### src/rtl/cond_branch_unit.sv
`default_nettype none
// ============================================================================
// Module   : cond_branch_unit
// Brief    : NZCV flag register and branch resolver. It issues a registered
//            taken pulse and a timed flush. Optional macro: FLAG_FORWARD_EN.
// Revision : 1.0 - initial release
// ============================================================================
module cond_branch_unit #(
    parameter int FLUSH_CYCLES = 2
) (
    input  logic       clk,
    input  logic       reset,
    input  logic       set_flags,
    input  logic       alu_negative,
    input  logic       alu_zero,
    input  logic       alu_carry,
    input  logic       alu_overflow,
    input  logic       br_valid,
    input  logic [1:0] br_kind,
    input  logic [3:0] cond,
    input  logic       rt_zero,
    output logic [3:0] flags_q,
    output logic       taken,
    output logic       flush
);

    localparam logic [0:0] c_st_idle   = 1'b0;
    localparam logic [0:0] c_st_flush  = 1'b1;
    localparam logic [2:0] c_cnt_load  = 3'(FLUSH_CYCLES - 1);

    localparam logic [1:0] c_kind_b    = 2'b00;
    localparam logic [1:0] c_kind_cbz  = 2'b01;
    localparam logic [1:0] c_kind_cbnz = 2'b10;

    logic [0:0] r_state;
    logic [2:0] r_cnt;
    logic [3:0] r_flags;
    logic       r_taken;

    logic [0:0] w_state_nxt;
    logic [2:0] w_cnt_nxt;
    logic [3:0] w_flags_nxt;
    logic       w_taken_nxt;
    logic [3:0] w_alu_flags;
    logic [3:0] w_sel_flags;
    logic       w_br_taken;

    // Flags are packed {N,Z,C,V}
    function automatic logic cond_holds(input logic [3:0] cc, input logic [3:0] f);
        logic n, z, c, v;
        n = f[3];
        z = f[2];
        c = f[1];
        v = f[0];
        case (cc)
            4'h0:    cond_holds = z;
            4'h1:    cond_holds = !z;
            4'h2:    cond_holds = c;
            4'h3:    cond_holds = !c;
            4'h4:    cond_holds = n;
            4'h5:    cond_holds = !n;
            4'h6:    cond_holds = v;
            4'h7:    cond_holds = !v;
            4'h8:    cond_holds = c && !z;
            4'h9:    cond_holds = !c || z;
            4'hA:    cond_holds = (n == v);
            4'hB:    cond_holds = (n != v);
            4'hC:    cond_holds = !z && (n == v);
            4'hD:    cond_holds = z || (n != v);
            default: cond_holds = 1'b1;
        endcase
    endfunction

    assign w_alu_flags = {alu_negative, alu_zero, alu_carry, alu_overflow};

`ifdef FLAG_FORWARD_EN
    assign w_sel_flags = set_flags ? w_alu_flags : r_flags;
`else
    assign w_sel_flags = r_flags;
`endif

    always_comb begin
        w_br_taken = 1'b0;
        case (br_kind)
            c_kind_b:    w_br_taken = 1'b1;
            c_kind_cbz:  w_br_taken = rt_zero;
            c_kind_cbnz: w_br_taken = !rt_zero;
            default:     w_br_taken = cond_holds(cond, w_sel_flags);
        endcase
    end

    always_comb begin
        w_state_nxt = r_state;
        w_cnt_nxt   = r_cnt;
        w_flags_nxt = r_flags;
        w_taken_nxt = 1'b0;
        case (r_state)
            c_st_idle: begin
                if (set_flags) begin
                    w_flags_nxt = w_alu_flags;
                end
                if (br_valid && w_br_taken) begin
                    w_taken_nxt = 1'b1;
                    w_state_nxt = c_st_flush;
                    w_cnt_nxt   = c_cnt_load;
                end
            end
            default: begin
                // Squashed instructions in the shadow of a taken branch are dropped
                if (r_cnt == 3'd0) begin
                    w_state_nxt = c_st_idle;
                end else begin
                    w_cnt_nxt = r_cnt - 3'd1;
                end
            end
        endcase
    end

    always_ff @(posedge clk) begin
        if (reset) begin
            r_state <= c_st_idle;
            r_cnt   <= 3'd0;
            r_flags <= 4'b0000;
            r_taken <= 1'b0;
        end else begin
            r_state <= w_state_nxt;
            r_cnt   <= w_cnt_nxt;
            r_flags <= w_flags_nxt;
            r_taken <= w_taken_nxt;
        end
    end

    assign flags_q = r_flags;
    assign taken   = r_taken;
    assign flush   = (r_state == c_st_flush);

endmodule
`default_nettype wire

### config.mk
export PLATFORM = sky130hd
export DESIGN_NAME = cond_branch_unit
export DESIGN_NICKNAME = d
export VERILOG_FILES = /design/src/rtl/cond_branch_unit.sv
export SDC_FILE = /design/constraint.sdc
export NUM_CORES = 1
export LEC_CHECK = 0
export BUFFER_PORTS_ARGS = -buffer_cell sky130_fd_sc_hd__buf_2
export CAP_MARGIN = 20
export CORE_AREA = 2 2 39 41
export CTS_BUF_LIST = sky130_fd_sc_hd__clkbuf_16
export DETAILED_ROUTE_END_ITERATION = 8
export DIE_AREA = 0 0 41 43
export GPL_TIMING_DRIVEN = 0
export PLACE_DENSITY = 0.74
export SETUP_SLACK_MARGIN = 0.4
export SLEW_MARGIN = 15
export SYNTH_ARGS = -nofsm -noshare
export SYNTH_HDL_FRONTEND = slang
export SYNTH_SLANG_ARGS = --single-unit
### constraint.sdc
create_clock -name clk -period 3.45 [get_ports clk]
set_input_delay 0.345 -clock clk [delete_from_list [all_inputs] [get_ports clk]]
set_output_delay 0.345 -clock clk [all_outputs]
set_load 0.03 [all_outputs]
==> results.sh, run 1 <==
export IMPL_firstDrtPassIters=4
export IMPL_rr_worst_depth=7
export IMPL_ys_ff_latch=9
export IMPL_fin_crit_ns=1.70
export IMPL_hpwl_um=970
export IMPL_num_antenna_cells=0
export IMPL_h_tree_depth=1
export IMPL_cap_violations=0
export IMPL_ys_flop_type="dfxtp_1"
export IMPL_setup_viol=0
export IMPL_clock_skew_ns=0.00395
export IMPL_die_x_um=41
export IMPL_synth_area_per_cell_um2=8.98
export IMPL_r2r_end="r_cnt[1]"
export IMPL_slew_limit_headroom_pct=68.6
export IMPL_grt_remaining_overflow=0
export IMPL_async_flop_share_pct=0
export IMPL_vias_per_cell=5.58
export IMPL_powerDensity_nw_per_um2=508
export IMPL_cp_data_arrival_time_ns=1.83
export IMPL_fin_crit_sh_pct=49.3
export IMPL_cts_resized=0
export IMPL_antenna_found_initial=0
export IMPL_gp_routability_congestion=0.818
export IMPL_ctsLongestPathBuffers=2
export IMPL_die_h_um=43
export IMPL_start_util_pct=44.1
export IMPL_cts_buffers=3
export IMPL_drive_above_1_share_pct=27.5
export IMPL_r2r_start="r_cnt[0]"
export IMPL_cp_start_kind="flip-flop"
export IMPL_hold_worst_slack_ns=0.350
export IMPL_clk_pin_slew_ns=0.04
export IMPL_fmax_ghz=0.587
export IMPL_r2r_slack_ns=1.75
export IMPL_ir_drop_v=0.000354
export IMPL_vias=597
export IMPL_ys_seq_area_share_pct=29.5
export IMPL_worstMarginPinSlew_ns=0.459
export IMPL_syn_inst=68
export IMPL_syn_num_nets=85
export IMPL_boundaryPins=21
export IMPL_hold_path_class="in2reg"
export IMPL_grt_usage_pct=18.5
export IMPL_drtIter0Drc=9
export IMPL_synth_cell_types=28
export IMPL_wl_per_cell_um=12.5
export IMPL_clkSinkCount=9
export IMPL_core_area_um2=1380
export IMPL_areaGrowthSynthToFinish_pct=31.8
export IMPL_slew_viol_final=0
export IMPL_clock_latency_ns=0.24
export IMPL_place_ws_ns=1.70
export IMPL_yosys_warnings=0
export IMPL_synth_edf_count=0
export IMPL_setup_ws_ns=1.75
export IMPL_placed_cells=103
export IMPL_critPathCaptureType="flip-flop"
export IMPL_critPathMaxFanout=6
export IMPL_p_leak_uw=0.000366
export IMPL_drt_total_wl_mm=1.34
export IMPL_worstHoldStart="alu_negative"
export IMPL_postCtsSetupBuffers=0
export IMPL_n_fill_cell=131
export IMPL_dieArea_um2=1760
export IMPL_grt_max_degree=10
export IMPL_grt_pass1_vias=533
export IMPL_cts_tree="yes"
export IMPL_holdPathStages=3
export IMPL_path_class="reg2reg"
export IMPL_portBuffers=19
export IMPL_finalHoldViolations=0
export IMPL_ctsRootBufferMaster="clkbuf_16"
export IMPL_nets=109
export IMPL_drc=0
export IMPL_fin_cells=107
export IMPL_tns_ns=0
export IMPL_drtAntennaViolNets=0
export IMPL_row_count=14
export IMPL_finish_utilization_pct=58.1
export IMPL_rsz0062_at_grt="false"
export IMPL_synth_area_um2=611
export IMPL_hold_buffers=0
export IMPL_outcome="finished clean"
export IMPL_grt_pass1_wl_mm=2.25
export IMPL_holdPathEnd="flags_q[3]"
export IMPL_critPathRequiredTime_ns=3.57
==> critical path, cell delays in order, from the launching register on <==
cell       delay (ns)
dfxtp_1          0.30
inv_1            0.07
ha_1             0.21
ha_1             0.18
nand2b_1         0.24
and2_1           0.23
o2bb2ai_1        0.14
a22o_1           0.24
==> metrics by stage <==
step	cell area (um^2)	total power, uW
floorplan	611	182
global placement	726	206
detailed placement	726	207
CTS	805	411
global route	805	428
finish	805	409
==> where the power goes <==
group          switching [uW]  leakage [uW]  internal, uW
registers                6.52     0.0000738           113
clock network            50.2     0.0000423           151
logic                    48.5      0.000250          39.8
==> area by class of cell <==
class	instances	area, um^2	area share (%)
Inverter	4	15.0	1.87
Sequential cell	9	180	22.4
Timing Repair Buffer	19	95.1	11.8
Tap cell	16	20.0	2.49
Clock inverter	1	3.75	0.467
Clock buffer	3	75.1	9.33
Multi-Input combinational cell	53	408	50.7
Buffer	2	7.51	0.933
==> placed cells by master, fill, tap and decap left out <==
| master | n |
|---|---|
| o21a_1 | 1 |
| o311ai_0 | 1 |
| nand2b_1 | 2 |
| clkbuf_16 | 3 |
| a22o_1 | 2 |
| clkbuf_1 | 2 |
| o31a_1 | 2 |
| o21ai_0 | 1 |
| o2bb2ai_1 | 2 |
| a221o_2 | 1 |
| nor2b_1 | 4 |
| ha_1 | 2 |
| a2111oi_0 | 2 |
| nor2_1 | 8 |
| a2bb2oi_2 | 1 |
| inv_1 | 5 |
| nand3b_1 | 2 |
| a21o_1 | 2 |
| nand2_1 | 2 |
| a21oi_1 | 1 |
| xnor2_1 | 3 |
| a221o_1 | 1 |
| buf_2 | 19 |
| xor2_2 | 1 |
| dfxtp_1 | 9 |
| a31oi_1 | 1 |
| or3b_1 | 1 |
| and2_1 | 3 |
| nand4b_1 | 1 |
| mux2i_1 | 6 |
==> registers in the layout, summed over array words and instances, names as in the netlist <==
register / flops
taken: 1
flush: 1
flags_q: 4
r_cnt: 3
==> worst max path at each step <==
stage | start | end | cells after the start
global placement | cond[1] | r_cnt[0] | 6
global route | r_cnt[0] | r_cnt[1] | 7
detailed placement | cond[1] | r_cnt[0] | 6
finish | r_cnt[0] | r_cnt[1] | 7
CTS | r_cnt[0] | r_cnt[1] | 7
floorplan | flags_q[0] | r_cnt[0] | 5
==> metal layers <==
metal | part of all wire [%] | up-vias | GRT usage (%)
li1 | - | 293 | -
met1 | 48 | 280 | 24.6
met2 | 44 | 19 | 26.3
met3 | 5.6 | 5 | 4.71
met4 | 2.5 | 0 | 10.0
met5 | 0 | - | 0
==> cell usage after synthesis, types with 2 or more instances <==
cell       number  area [um^2]
nand2_1         2         7.51
dfxtp_1         9          180
xnor2_1         3         26.3
clkbuf_1        2         7.51
and2_1          3         18.8
o31a_1          2         17.5
a21o_1          2         15.0
nor2b_1         4         25.0
inv_1           4         15.0
nand3b_1        2         15.0
a2111oi_0       2         17.5
nand2b_1        2         12.5
a22o_1          2         17.5
nor2_1          8         30.0
o2bb2ai_1       2         17.5
ha_1            2         25.0
mux2i_1         6         60.1
==> logic make-up (layout without fill, tap and decap cells) <==
logic type      Yosys count  count (layout)  synth area share, %
buf+inv                   6              29                 3.69
mux                       6               6                 9.84
xor+xnor                  4               4                 6.97
fa+ha+maj                 2               2                 4.10
compound gates           18              18                 25.2
simple gates             23              23                 20.7
flops                     9               9                 29.5
No activity file was read; power rests on OpenSTA's default activity.
==> inputs of run 2 (changes only) <==
- CORE_AREA: 2 2 39 41 -> not set
- CORE_UTILIZATION: not set -> 42
- DIE_AREA: 0 0 41 43 -> not set
- PLACE_DENSITY: 0.74 -> 0.71
- clock period: 3.45 -> 1.5 ns (I/O delays scaled with it)
==> run 2 against run 1 <==
  * The flow now finishes with violations (setup timing)
  * First-iteration DRC count shrank 44%
  * Setup slack worse by 1.8 ns
  * Clock skew fell by 0.0011 ns
  * Die area shrank 8.7%
  * Critical path depth down 2
  * Combinational power increased to 2.8 times the previous value
  * Largest power group unchanged
  * Highest routed layer unchanged
  * Global-route usage up 3.5 points
  * Maximum frequency rose by 11%
  * Sequential power rose by 130%
  * Power up 140%
==> results.sh, run 2 (synthesis results as in run 1) <==
export IMPL_outcome="finished with violations"
export IMPL_failed_checks="setup timing"
export IMPL_vias_per_cell=5.43
export IMPL_grt_max_degree=10
export IMPL_path_class="reg2reg"
export IMPL_portBuffers=19
export IMPL_cp_data_arrival_time_ns=1.65
export IMPL_powerDensity_nw_per_um2=1100
export IMPL_layout_common_cells="buf_2, nor2_1, mux2i_1"
export IMPL_tns_ns=-0.0557
export IMPL_p_int_uw=726
export IMPL_crit_chain="xor2_2 -> xnor2_1 -> a221o_1 -> a21o_1 -> o31a_1"
export IMPL_place_ws_ns=-0.0573
export IMPL_row_count=13
export IMPL_cp_start_kind="flip-flop"
export IMPL_ctsRootBufferMaster="clkbuf_16"
export IMPL_boundaryPins=21
export IMPL_p_sw_uw=260
export IMPL_hold_buffers=0
export IMPL_grtUsageMet3_pct=5.00
export IMPL_num_antenna_cells=0
export IMPL_drive_above_1_share_pct=47.3
export IMPL_pwr_share_seq_pct=28.0
export IMPL_critPathCaptureType="flip-flop"
export IMPL_h_tree_depth=1
export IMPL_wl_per_cell_um=13.6
export IMPL_met1_usage_pct=29.7
export IMPL_cts_tree="yes"
export IMPL_worstMarginPinSlew_ns=0.433
export IMPL_firstDrtPassIters=3
export IMPL_grtUsageMet2_pct=32.7
export IMPL_slew_viol_final=0
export IMPL_cp_slowest_cell="dfxtp_4"
export IMPL_finalHoldViolations=0
export IMPL_setup_viol=2
export IMPL_drtAntennaViolNets=0
export IMPL_cpPeakStageDelay_ns=0.35
export IMPL_clkSinkCount=9
export IMPL_cp_top_family="compound AO/OA/AOI/OAI gates"
export IMPL_drtIter0Drc=5
export IMPL_ir_drop_v=0.000756
export IMPL_critPathRequiredTime_ns=1.62
export IMPL_critPathMaxFanout=5
export IMPL_areaGrowthSynthToFinish_pct=47.1
export IMPL_die_h_um=40.1
export IMPL_p_leak_uw=0.000401
export IMPL_grt_pass1_vias=558
export IMPL_drt_total_wl_mm=1.47
export IMPL_ctsLongestPathBuffers=2
export IMPL_clk_pin_slew_ns=0.04
export IMPL_hold_path_class="in2reg"
export IMPL_vias=586
export IMPL_largest_reg_flops=4
export IMPL_final_common_cell="buf_2"
export IMPL_drc=0
export IMPL_antenna_found_initial=0
export IMPL_setup_ws_ns=-0.0308
export IMPL_grt_usage_pct=22.0
export IMPL_core_area_um2=1330
export IMPL_cts_buffers=3
export IMPL_fin_crit_sh_pct=102
export IMPL_grt_remaining_overflow=0
export IMPL_fmax_ghz=0.653
export IMPL_grt_busiest_layer="met2"
export IMPL_grt_pass1_wl_mm=2.30
export IMPL_die_x_um=40.1
export IMPL_nets=111
export IMPL_worst_path_buf_inv=0
export IMPL_fin_crit_ns=1.53
export IMPL_cap_violations=0
export IMPL_comb_power_share_pct=24.9
export IMPL_start_util_pct=45.8
export IMPL_slew_limit_headroom_pct=71.2
export IMPL_rsz0062_at_grt="true"
export IMPL_hpwl_mm=1.08
export IMPL_clock_skew_ns=0.00286
export IMPL_p_clk_share_pct=47.1
export IMPL_gp_routability_congestion=0.802
export IMPL_clock_latency_ns=0.23
export IMPL_swShare_pct=26.3
export IMPL_dieArea_um2=1610
[run 2: worst paths after layout]
| kind | from | end | slack (ns) | cells past startpoint |
|---|---|---|---|---|
| setup / recovery | flags_q[0] | flush | -0.03 | 5 |
| hold / removal | alu_zero | flags_q[2] | 0.15 | 3 |
| setup reg to reg | flags_q[0] | flush | -0.03 | 5 |
| hold reg to reg | flags_q[2] | flags_q[2] | 0.52 | 2 |
[run 2: stage by stage]
step	power (uW)	util, %	hold slack (ns)	cells	cell area, um^2
global route	1040	67.4	0.190	108	898
floorplan	441	-	0.296	68	662
finish	986	67.4	0.152	108	898
detailed placement	505	58.2	0.394	102	776
CTS	982	65.8	0.156	108	877
global placement	497	58.2	0.382	102	776
[run 2: worst register-to-register path: stages, from the launching register on]
cell	delay, ns
dfxtp_4	0.35
xor2_2	0.19
xnor2_1	0.13
a221o_1	0.31
a21o_1	0.20
o31a_1	0.24
[run 2: layer usage]
metal  vias to the layer above  share of wire, %
met5                         -                 0
met4                         0               2.0
met3                         5               4.4
met2                        16                44
met1                       265                49
li1                        300                 -
[run 2: power by group through the flow]
stage / clock network (uW) / registers (uW) / logic, uW
after floorplan: 0 / 300 / 140
after CTS: 470 / 276 / 236
after detailed placement: 0 / 278 / 227
after global routing: 488 / 278 / 273
final: 464 / 276 / 246
after global placement: 0 / 277 / 220
[run 2: layout make-up]
type / instances / area [um^2]
Fill cell: 111 / 435
Sequential cell: 9 / 198
Tap cell: 15 / 18.8
Timing Repair Buffer: 21 / 110
Inverter: 4 / 15.0
Clock buffer: 3 / 75.1
Buffer: 2 / 11.3
Clock inverter: 1 / 3.75
Multi-Input combinational cell: 53 / 467
[run 2: timing repair]
action                                  CTS  global route
pin swaps                                 3             0
resized for setup                         5             6
endpoints found under the hold margin     0             0
endpoints found under the setup margin    5             9
buffers inserted                          2             0
==> inputs of run 3 (changes only) <==
- ABC_AREA: not set -> 1
- PLACE_DENSITY: 0.71 -> 0.72
==> run 3 against run 2 <==
  * The run now ends clean
  * Setup slack better by 0.19 ns
  * Maximum frequency up 14%
  * Largest cell class unchanged
  * First-iteration DRC count up 120%
  * Design area up 2.5%
  * Power down 2.0%
  * Non-clock buffer count up 2
  * Clock skew down 0.00075 ns
  * Critical path depth up 7
  * Sequential power up 3%
  * Clock-buffer cell count unchanged
  * Area after synthesis down 5.7%
  * Critical endpoint is now r_cnt[0]
  * Routed wire length down 3.6%
==> results.sh, run 3 <==
export IMPL_antenna_found_initial=0
export IMPL_synth_top_family_by_area="simple AND/OR/NAND/NOR gates"
export IMPL_fin_crit_ns=1.34
export IMPL_hpwl_um=974
export IMPL_fmax_ghz=0.746
export IMPL_nets=143
export IMPL_wl_per_cell_um=10.2
export IMPL_grt_pass1_vias=570
export IMPL_clock_latency_ns=0.23
export IMPL_firstDrtPassIters=4
export IMPL_vias=663
export IMPL_portBuffers=20
export IMPL_clock_skew_ns=0.00211
export IMPL_cts_buffers=3
export IMPL_cp_data_arrival_time_ns=1.47
export IMPL_critPathMaxFanout=5
export IMPL_ys_ff_latch=9
export IMPL_path_class="reg2reg"
export IMPL_outcome="finished clean"
export IMPL_p_leak_uw=0.000491
export IMPL_met1_usage_pct=26.7
export IMPL_hold_buffers=0
export IMPL_layout_common_cells="nand2_1, buf_2, inv_1"
export IMPL_synth_fa_ha_area_share_pct=4.35
export IMPL_synth_cell_types=14
export IMPL_hold_path_class="in2reg"
export IMPL_gp_routability_congestion=0.640
export IMPL_synth_edf_count=0
export IMPL_cts_tree="yes"
export IMPL_drive_above_1_share_pct=49.6
export IMPL_synth_area_um2=576
export IMPL_synth_xor_area_share_pct=0
export IMPL_areaGrowthSynthToFinish_pct=60.0
export IMPL_drtIter0Drc=11
export IMPL_drc=0
export IMPL_async_flop_share_pct=0
export IMPL_tns_ns=0
export IMPL_synth_top_area_cell="dfxtp_1"
export IMPL_synth_area_per_cell_um2=6.00
export IMPL_clk_pin_slew_ns=0.04
export IMPL_slew_viol_final=0
export IMPL_die_x_um=39.0
export IMPL_grtUsageMet3_pct=6.94
export IMPL_ys_seq_area_share_pct=31.3
export IMPL_syn_num_nets=113
export IMPL_finalHoldViolations=0
export IMPL_yosys_top_cells_count="nand2_1, inv_1, nand3_1, dfxtp_1"
export IMPL_ir_drop_v=0.000799
export IMPL_ctsLongestPathBuffers=2
export IMPL_dieArea_um2=1520
export IMPL_synth_compound_area_share_pct=11.7
export IMPL_synth_simple_area_share_pct=39.6
export IMPL_critPathRequiredTime_ns=1.63
export IMPL_yosysMostFrequentCell="nand2_1"
export IMPL_largest_reg_flops=4
export IMPL_drtAntennaViolNets=0
export IMPL_ctsRootBufferMaster="clkbuf_16"
export IMPL_core_area_um2=1190
export IMPL_slew_limit_headroom_pct=81.5
export IMPL_critPathCaptureType="flip-flop"
export IMPL_row_count=12
export IMPL_synth_area_leaders="dfxtp_1, nand2_1, inv_1"
export IMPL_grt_usage_pct=22.5
export IMPL_hold_worst_slack_ns=0.147
export IMPL_grt_pass1_wl_mm=2.30
export IMPL_grt_busiest_layer="met2"
export IMPL_worstMarginPinSlew_ns=0.276
export IMPL_grtUsageMet2_pct=37.5
export IMPL_clkSinkCount=9
export IMPL_cap_violations=0
export IMPL_drt_total_wl_mm=1.42
export IMPL_synth_area_mux_share_pct=0
export IMPL_boundaryPins=21
export IMPL_setup_viol=0
export IMPL_fin_crit_sh_pct=89.4
export IMPL_synth_top_area_share_pct=31.3
export IMPL_h_tree_depth=1
export IMPL_powerDensity_nw_per_um2=1050
export IMPL_yosys_warnings=0
export IMPL_die_h_um=39.0
export IMPL_grt_remaining_overflow=0
export IMPL_ys_flop_type="dfxtp_1"
export IMPL_grt_max_degree=9
export IMPL_vias_per_cell=4.77
export IMPL_rsz0062_at_grt="true"
export IMPL_num_antenna_cells=0
export IMPL_start_util_pct=48.5
export IMPL_cp_start_kind="flip-flop"
export IMPL_syn_inst=96
-- run 3: cell count changes in the layout (fill, tap and decap cells not counted), sizes merged, moves of 3 or more --
| cell | previous run | this run |
|---|---|---|
| buf | 22 | 25 |
| inv | 5 | 21 |
| nand3 | 0 | 15 |
| nor2b | 4 | 0 |
| and2 | 3 | 0 |
| nand2 | 2 | 26 |
| mux2i | 6 | 0 |
| a21oi | 1 | 8 |
| xnor2 | 3 | 0 |
| o21ai | 1 | 4 |
-- run 3: path summary, 6_finish.rpt --
path,end,slack (ns),start,depth (start not counted)
hold reg to reg,r_cnt[1],0.50,r_cnt[1],2
setup reg to reg,r_cnt[0],0.16,flags_q[3],12
hold / removal,flush,0.15,reset,2
setup / recovery,r_cnt[0],0.16,flags_q[3],12
-- run 3: report_power, final --
group	internal, uW	switching [uW]
combinational	93.8	133
sequential	260	23.3
clock	348	109
total	701	265
-- run 3: worst max-delay path: stages (launching register included) --
cell,delay [ns]
dfxtp_4,0.36
inv_4,0.06
nand2_2,0.07
nand3_2,0.06
nand2_1,0.05
nand2_1,0.06
nand2_1,0.06
nor2_1,0.09
nand3_1,0.12
nand3_4,0.11
nand3_2,0.09
nand3_2,0.06
inv_1,0.04
-- run 3: routing by layer --
metal | wire (um) | part of all wire (%)
met4 | 10 | 0.71
met3 | 59 | 4.2
met1 | 704 | 50
met5 | 0 | 0
met2 | 642 | 45
-- run 3: kinds of logic after synthesis --
logic type / after synthesis
flip-flops: 9
buffers and inverters: 20
AO/OA/AOI/OAI: 13
AND/OR/NAND/NOR: 52
adder cells (fa/ha/maj): 2
-- run 3: final cells by class --
| class | count | area, um^2 |
|---|---|---|
| Fill cell | 79 | 265 |
| Multi-Input combinational cell | 67 | 400 |
| Inverter | 20 | 85.1 |
| Clock buffer | 3 | 75.1 |
| Clock inverter | 1 | 3.75 |
| Tap cell | 14 | 17.5 |
| Timing Repair Buffer | 25 | 141 |
| Sequential cell | 9 | 198 |
-- run 3: stage by stage --
stage	area [um^2]	utilization [%]	std cells	worst slack, ns	power, uW
floorplan	608	-	96	0.283	402
global placement	726	61.2	130	0.221	455
detailed placement	726	61.2	130	0.183	461
CTS	868	73.2	137	0.184	949
global route	921	77.6	139	0.0246	1020
finish	921	77.6	139	0.159	966
-- run 3: timing repair --
action,4_1_cts,5_1_grt
pin swaps,3,7
setup buffers,3,2
gates cloned,0,0
endpoints found under the setup margin,5,10
resized for setup,11,10
